--- src/rtl/seg7_arb_pkg.sv ---
`default_nettype none
// ============================================================================
//  Module      : seg7_arb_pkg
//  Description : Shared types and constants for the two-master 7-segment
//                display arbiter (FSM state, master ids, timeout read data).
//  Revision    : 1.0 - initial release
// ============================================================================
package seg7_arb_pkg;

   typedef enum logic [0:0] {
      ST_IDLE = 1'b0,
      ST_BUSY = 1'b1
   } state_t;

   // Master ids double as bit positions in the one-hot grant vector
   localparam logic M_CPU  = 1'b0;
   localparam logic M_UART = 1'b1;

   // Read data returned to a master whose transfer was aborted by the watchdog
   localparam logic [31:0] TIMEOUT_RDATA = 32'hDEAD_BEEF;

endpackage
`default_nettype wire

--- src/rtl/seg7_rr_pick.sv ---
`default_nettype none
// ============================================================================
//  Module      : seg7_rr_pick
//  Description : Combinational 2-way round-robin picker. On a tie the master
//                that was NOT granted last wins; a lone requester always wins.
//  Revision    : 1.0 - initial release
// ============================================================================
module seg7_rr_pick
   import seg7_arb_pkg::*;
(
   input  logic [1:0] i_req,
   input  logic       i_last,
   output logic [1:0] o_gnt
);

   // One-hot grant: CPU wins unless UART also requests and CPU was served last
   always_comb begin
      o_gnt = 2'b00;
      if (i_req[M_CPU] && (!i_req[M_UART] || (i_last == M_UART))) begin
         o_gnt[M_CPU] = 1'b1;
      end else if (i_req[M_UART]) begin
         o_gnt[M_UART] = 1'b1;
      end
   end

endmodule
`default_nettype wire

--- src/rtl/seg7_avalon_arbiter.sv ---
`default_nettype none
// ============================================================================
//  Module      : seg7_avalon_arbiter
//  Description : Two-master Avalon-MM arbiter in front of the 7-segment
//                display register slave. Round-robin fairness, latched slave
//                command, single-cycle completion handshake to the owner.
//                Optional watchdog enabled by defining SEG7_ARB_TIMEOUT_EN.
//  Revision    : 1.0 - initial release
// ============================================================================
module seg7_avalon_arbiter
   import seg7_arb_pkg::*;
#(
   parameter int ADDR_W         = 3,
   parameter int DATA_W         = 32,
   parameter int TIMEOUT_CYCLES = 255
)(
   input  logic                  clk_clk,
   input  logic                  reset_reset,
   // master 0 : CPU data port
   input  logic [ADDR_W-1:0]     m0_address,
   input  logic                  m0_read,
   input  logic                  m0_write,
   input  logic [DATA_W-1:0]     m0_writedata,
   input  logic [DATA_W/8-1:0]   m0_byteenable,
   output logic [DATA_W-1:0]     m0_readdata,
   output logic                  m0_waitrequest,
   // master 1 : UART debug bridge
   input  logic [ADDR_W-1:0]     m1_address,
   input  logic                  m1_read,
   input  logic                  m1_write,
   input  logic [DATA_W-1:0]     m1_writedata,
   input  logic [DATA_W/8-1:0]   m1_byteenable,
   output logic [DATA_W-1:0]     m1_readdata,
   output logic                  m1_waitrequest,
   // display slave
   output logic [ADDR_W-1:0]     s_address,
   output logic                  s_read,
   output logic                  s_write,
   output logic [DATA_W-1:0]     s_writedata,
   output logic [DATA_W/8-1:0]   s_byteenable,
   input  logic [DATA_W-1:0]     s_readdata,
   input  logic                  s_waitrequest,
   // status
   output logic [1:0]            grant,
   output logic                  err_timeout
);

   state_t                r_state;
   state_t                w_state_nxt;
   logic                  w_start;
   logic                  w_done;
   logic                  w_timeout;

   logic                  r_last;
   logic [1:0]            r_grant;
   logic [ADDR_W-1:0]     r_addr;
   logic                  r_rd;
   logic                  r_wr;
   logic [DATA_W-1:0]     r_wdata;
   logic [DATA_W/8-1:0]   r_be;

   logic [1:0]            w_req;
   logic [1:0]            w_pick;
   logic                  w_sel;
   logic [DATA_W-1:0]     w_owner_rdata;

   assign w_req = {m1_read | m1_write, m0_read | m0_write};

   seg7_rr_pick u_pick (
      .i_req  (w_req),
      .i_last (r_last),
      .o_gnt  (w_pick)
   );

   assign w_sel = w_pick[M_UART];

   // State register
   always_ff @(posedge clk_clk) begin
      if (reset_reset) begin
         r_state <= ST_IDLE;
      end else begin
         r_state <= w_state_nxt;
      end
   end

   // Next state: grant on any request in IDLE, release on ack or watchdog
   always_comb begin
      w_state_nxt = r_state;
      w_start     = 1'b0;
      w_done      = 1'b0;
      case (r_state)
         ST_IDLE: begin
            if (|w_req) begin
               w_state_nxt = ST_BUSY;
               w_start     = 1'b1;
            end
         end
         ST_BUSY: begin
            if (!s_waitrequest || w_timeout) begin
               w_state_nxt = ST_IDLE;
               w_done      = 1'b1;
            end
         end
         default: w_state_nxt = ST_IDLE;
      endcase
   end

   // Command latch: capture the winner's request, drop strobes on completion.
   // A simultaneous read+write is treated as a write.
   always_ff @(posedge clk_clk) begin
      if (reset_reset) begin
         r_last  <= M_UART;
         r_grant <= 2'b00;
         r_addr  <= '0;
         r_rd    <= 1'b0;
         r_wr    <= 1'b0;
         r_wdata <= '0;
         r_be    <= '0;
      end else if (w_start) begin
         r_last  <= w_sel;
         r_grant <= w_pick;
         r_addr  <= w_sel ? m1_address    : m0_address;
         r_wdata <= w_sel ? m1_writedata  : m0_writedata;
         r_be    <= w_sel ? m1_byteenable : m0_byteenable;
         r_wr    <= w_sel ? m1_write      : m0_write;
         r_rd    <= w_sel ? (m1_read & ~m1_write) : (m0_read & ~m0_write);
      end else if (w_done) begin
         r_grant <= 2'b00;
         r_rd    <= 1'b0;
         r_wr    <= 1'b0;
      end
   end

`ifdef SEG7_ARB_TIMEOUT_EN
   localparam int                 c_CNT_W   = $clog2(TIMEOUT_CYCLES + 1);
   localparam logic [c_CNT_W-1:0] c_CNT_MAX = c_CNT_W'(TIMEOUT_CYCLES);

   logic [c_CNT_W-1:0] r_wait_cnt;
   logic               r_err;

   assign w_timeout = (r_state == ST_BUSY) && s_waitrequest && (r_wait_cnt == c_CNT_MAX);

   // Watchdog: count slave-wait cycles of the current transfer; sticky error
   always_ff @(posedge clk_clk) begin
      if (reset_reset) begin
         r_wait_cnt <= '0;
         r_err      <= 1'b0;
      end else begin
         if (w_start) begin
            r_wait_cnt <= '0;
         end else if ((r_state == ST_BUSY) && s_waitrequest) begin
            r_wait_cnt <= r_wait_cnt + 1'b1;
         end
         if (w_timeout) begin
            r_err <= 1'b1;
         end
      end
   end

   assign err_timeout = r_err;
`else
   assign w_timeout   = 1'b0;
   assign err_timeout = 1'b0;
`endif

   assign w_owner_rdata = w_timeout ? DATA_W'(TIMEOUT_RDATA)
                        : (r_rd ? s_readdata : '0);

   assign m0_waitrequest = ~(w_done & r_grant[M_CPU]);
   assign m1_waitrequest = ~(w_done & r_grant[M_UART]);
   assign m0_readdata    = (w_done & r_grant[M_CPU])  ? w_owner_rdata : '0;
   assign m1_readdata    = (w_done & r_grant[M_UART]) ? w_owner_rdata : '0;

   assign s_address    = r_addr;
   assign s_read       = r_rd;
   assign s_write      = r_wr;
   assign s_writedata  = r_wdata;
   assign s_byteenable = r_be;
   assign grant        = r_grant;

endmodule
`default_nettype wire

--- config.mk ---
export PLATFORM = sky130hd
export DESIGN_NAME = seg7_avalon_arbiter
export DESIGN_NICKNAME = d
export VERILOG_FILES = /design/src/rtl/seg7_arb_pkg.sv /design/src/rtl/seg7_rr_pick.sv /design/src/rtl/seg7_avalon_arbiter.sv
export SDC_FILE = /design/constraint.sdc
export NUM_CORES = 1
export LEC_CHECK = 0
export BUFFER_PORTS_ARGS = -buffer_cell sky130_fd_sc_hd__buf_2
export CORE_ASPECT_RATIO = 0.8
export CORE_MARGIN = 3
export CORE_UTILIZATION = 39
export DETAILED_ROUTE_END_ITERATION = 8
export GPL_TIMING_DRIVEN = 0
export PLACE_DENSITY = 0.77
export SLEW_MARGIN = 20
export SYNTH_ARGS = -nofsm -noshare
export SYNTH_HDL_FRONTEND = slang
export SYNTH_HIERARCHICAL = 1
export SYNTH_SLANG_ARGS = --single-unit
--- constraint.sdc ---
create_clock -name clk_clk -period 1.5 [get_ports clk_clk]
set_input_delay 0 -clock clk_clk [delete_from_list [all_inputs] [get_ports clk_clk]]
set_output_delay 0 -clock clk_clk [all_outputs]
set_load 0.01 [all_outputs]
==> impl_metrics.env <==
export IMPL_end_kind="flip-flop"
export IMPL_grt_pass1_wl_mm=14.6
export IMPL_hpwl_mm=7.91
export IMPL_p_per_area_mw_per_mm2=749
export IMPL_rows=26
export IMPL_cts_root_buffer="clkbuf_8"
export IMPL_grt_use_total_pct=21.9
export IMPL_synth_area_sq_mm=0.00276
export IMPL_avgRoutedWirePerCell_microns=15.1
export IMPL_pin_count=227
export IMPL_final_cell_mix="buf_2, nor2_1, dfxtp_1"
export IMPL_synth_area_per_cell_sq_um=7.45
export IMPL_setup_tns_ps=-20.7
export IMPL_post_drt_via_cell_ratio=5.05
export IMPL_dpl_cell_area_sq_mm=0.00399
export IMPL_grt_pass1_vias=3185
export IMPL_start_kind="flip-flop"
export IMPL_relSlewSlack_pct=61.4
export IMPL_synthesis_nets=488
export IMPL_dr_pass1_iters=4
export IMPL_die_w_microns=100
export IMPL_r2r_slack_ps=-20
export IMPL_synth_top_cell_by_area="dfxtp_1"
export IMPL_finalCritPeriodShare_pct=101
export IMPL_drv_cap=0
export IMPL_timing_worst_slew_pin_value_ps=579
export IMPL_layout_drive_gt1_share_pct=49.5
export IMPL_finClkSkew_ps=7.89
export IMPL_clock_path_buffers=2
export IMPL_leakage_nw=2.22
export IMPL_reg2regPathDepth=7
export IMPL_wirelength_mm=10.5
export IMPL_r2r_end="s_writedata[26]$_SDFFE_PP0P_"
export IMPL_setup_violations=1
export IMPL_core_sq_mm=0.00664
export IMPL_port_buffers=224
export IMPL_synth_distinct_cells=28
export IMPL_holdPathStages=3
export IMPL_ys_seq_elements=45
export IMPL_fin_nets=730
export IMPL_antenna_found_initial=0
export IMPL_fin_area_sq_mm=0.00446
export IMPL_min_delay_start="s_waitrequest"
export IMPL_status="finished with violations"
export IMPL_reg2reg_from="r_last$_SDFFE_PP1P_"
export IMPL_drtIter0Drc=88
export IMPL_cts_tree="done"
export IMPL_timing_fmax_mhz=658
export IMPL_layout_min_cycle_time_ps=1520
export IMPL_clock_latency_ps=300
export IMPL_area_delta_synth_final_pct=61.2
export IMPL_seq_area_frac_synth_pct=32.6
export IMPL_cts_buffers=5
export IMPL_failed_checks="negative setup slack"
export IMPL_peakVddDrop_mv=0.453
export IMPL_gp_congestion=0.784
export IMPL_setup_worst_path_class="reg2reg"
export IMPL_cts_sinks=45
export IMPL_whs_endpoint="grant[1]$_SDFFE_PP0P_"
export IMPL_fp_dieH_microns=81.3
export IMPL_synth_top_area_share_pct=32.6
export IMPL_ctsHtreeMaxLevel=2
export IMPL_crit_fanout=5
export IMPL_drc=0
export IMPL_die_area_sq_mm=0.00814
export IMPL_grt_max_degree=15
export IMPL_clk_pin_slew_worst_paths_ps=90
export IMPL_final_antenna_net_count=0
export IMPL_vias=3525
export IMPL_synthTopCellsByArea="dfxtp_1, mux2i_1, nor2_1, or3_1, a21oi_1"
export IMPL_timing_final_max_slew_violations=0
export IMPL_ys_warn_count=6
export IMPL_hold_viol=0
export IMPL_initial_utilization_pct=41.6
export IMPL_critPathLaunch="r_last$_SDFFE_PP1P_"
export IMPL_worstPathRequired_ps=1730
export IMPL_crit_arrival_ps=1750
export IMPL_worst_slack_ps=-20.7
export IMPL_diodes=0
export IMPL_grt_ovfl_total=0
export IMPL_final_common_cell="buf_2"
export IMPL_rsz0062_at_grt="true"
export IMPL_fin_util_pct=67.2
export IMPL_synthCells=371
export IMPL_hold_class="in2reg"
synth_stat cells:
cell type	n
nand2_1	34
or2_2	2
a31oi_1	3
a21boi_1	1
mux2i_1	40
conb_1	1
buf_2	8
dfxtp_1	45
and2b_1	1
buf_1	1
a21oi_1	39
o41ai_2	1
or3b_1	1
clkbuf_1	18
a21boi_0	1
nor3_1	1
o21ai_1	11
nand3_1	3
inv_1	2
nor2_1	66
or4_1	2
o21ai_0	29
a21o_1	1
buf_6	11
buf_4	2
or3_1	39
nand3b_1	7
nor4_2	1
where the power goes:
| group | switching (W) | internal, W |
|---|---|---|
| Clock | 0.000415 | 0.000542 |
| Combinational | 0.000490 | 0.000533 |
| Sequential | 0.0000588 | 0.00130 |
worst max-delay path by stage:
stage | depth (start not counted) | to
finish | 7 | s_writedata[26]$_SDFFE_PP0P_
global route | 7 | s_writedata[26]$_SDFFE_PP0P_
CTS | 6 | s_writedata[9]$_SDFFE_PP0P_
detailed placement | 8 | s_writedata[19]$_SDFFE_PP0P_
global placement | 8 | s_byteenable[3]$_SDFFE_PP0P_
floorplan | 7 | s_address[0]$_SDFFE_PP0P_
critical path: stages, from the launching register on:
cell and delay, ps:
dfxtp_2 340, a21boi_2 160, buf_4 140, buf_8 120, buf_12 120, mux2i_1 70
or3_1 350, a21oi_2 170
layout make-up:
| cell class | instances | area (sq um) |
|---|---|---|
| Timing Repair Buffer | 236 | 1270 |
| Fill cell | 619 | 2180 |
| Clock inverter | 2 | 37.5 |
| Clock buffer | 6 | 82.6 |
| Sequential cell | 45 | 903 |
| Multi-Input combinational cell | 284 | 1700 |
| Tap cell | 84 | 105 |
| Buffer | 39 | 348 |
| Inverter | 2 | 7.51 |
what timing repair did:
action / CTS / global route
endpoints found under the setup margin: 81 / 99
pin swaps: 0 / 18
hold buffers: 0 / 0
gates cloned: 0 / 4
buffers inserted: 4 / 4
endpoints found under the hold margin: 0 / 0
gates resized for setup: 20 / 53
metal layers:
| metal | share of wire [%] | up-vias | track usage (%) | wire, microns |
|---|---|---|---|---|
| met5 | 0 | - | 0 | 0 |
| met4 | 0.95 | 0 | 3.36 | 100 |
| met3 | 6.2 | 12 | 4.29 | 647 |
| met2 | 50 | 125 | 39.3 | 5250 |
| met1 | 43 | 1631 | 27.9 | 4520 |
| li1 | - | 1757 | - | - |
flip-flops by register name (all words and copies together), names as in the netlist:
| signal | cells |
|---|---|
| s_address | 3 |
| s_write | 1 |
| r_last | 1 |
| s_read | 1 |
| grant | 2 |
| s_byteenable | 4 |
| r_state | 1 |
| s_writedata | 32 |
cells by family after synthesis:
group / Yosys count / share of synthesized area [%]
and+or+nand+nor: 157 / 27.1
AOI/OAI and AO/OA: 86 / 16.4
DFF: 45 / 32.6
buffers and inverters: 42 / 9.33
muxes: 40 / 14.5
other: 1 / 0.136
metrics by stage:
stage                     power (W)  setup WS [ps]  hold WS [ps]  instances
final                       0.00334          -20.7          19.3        698
after global routing        0.00350          -97.4          33.9        698
after CTS                   0.00322          -10.2          12.1        690
after detailed placement    0.00224           -143           330        679
after global placement      0.00222          -79.1           316        679
after floorplan             0.00188            162           122        371
Note: power is estimated with default switching activity, not from simulation.
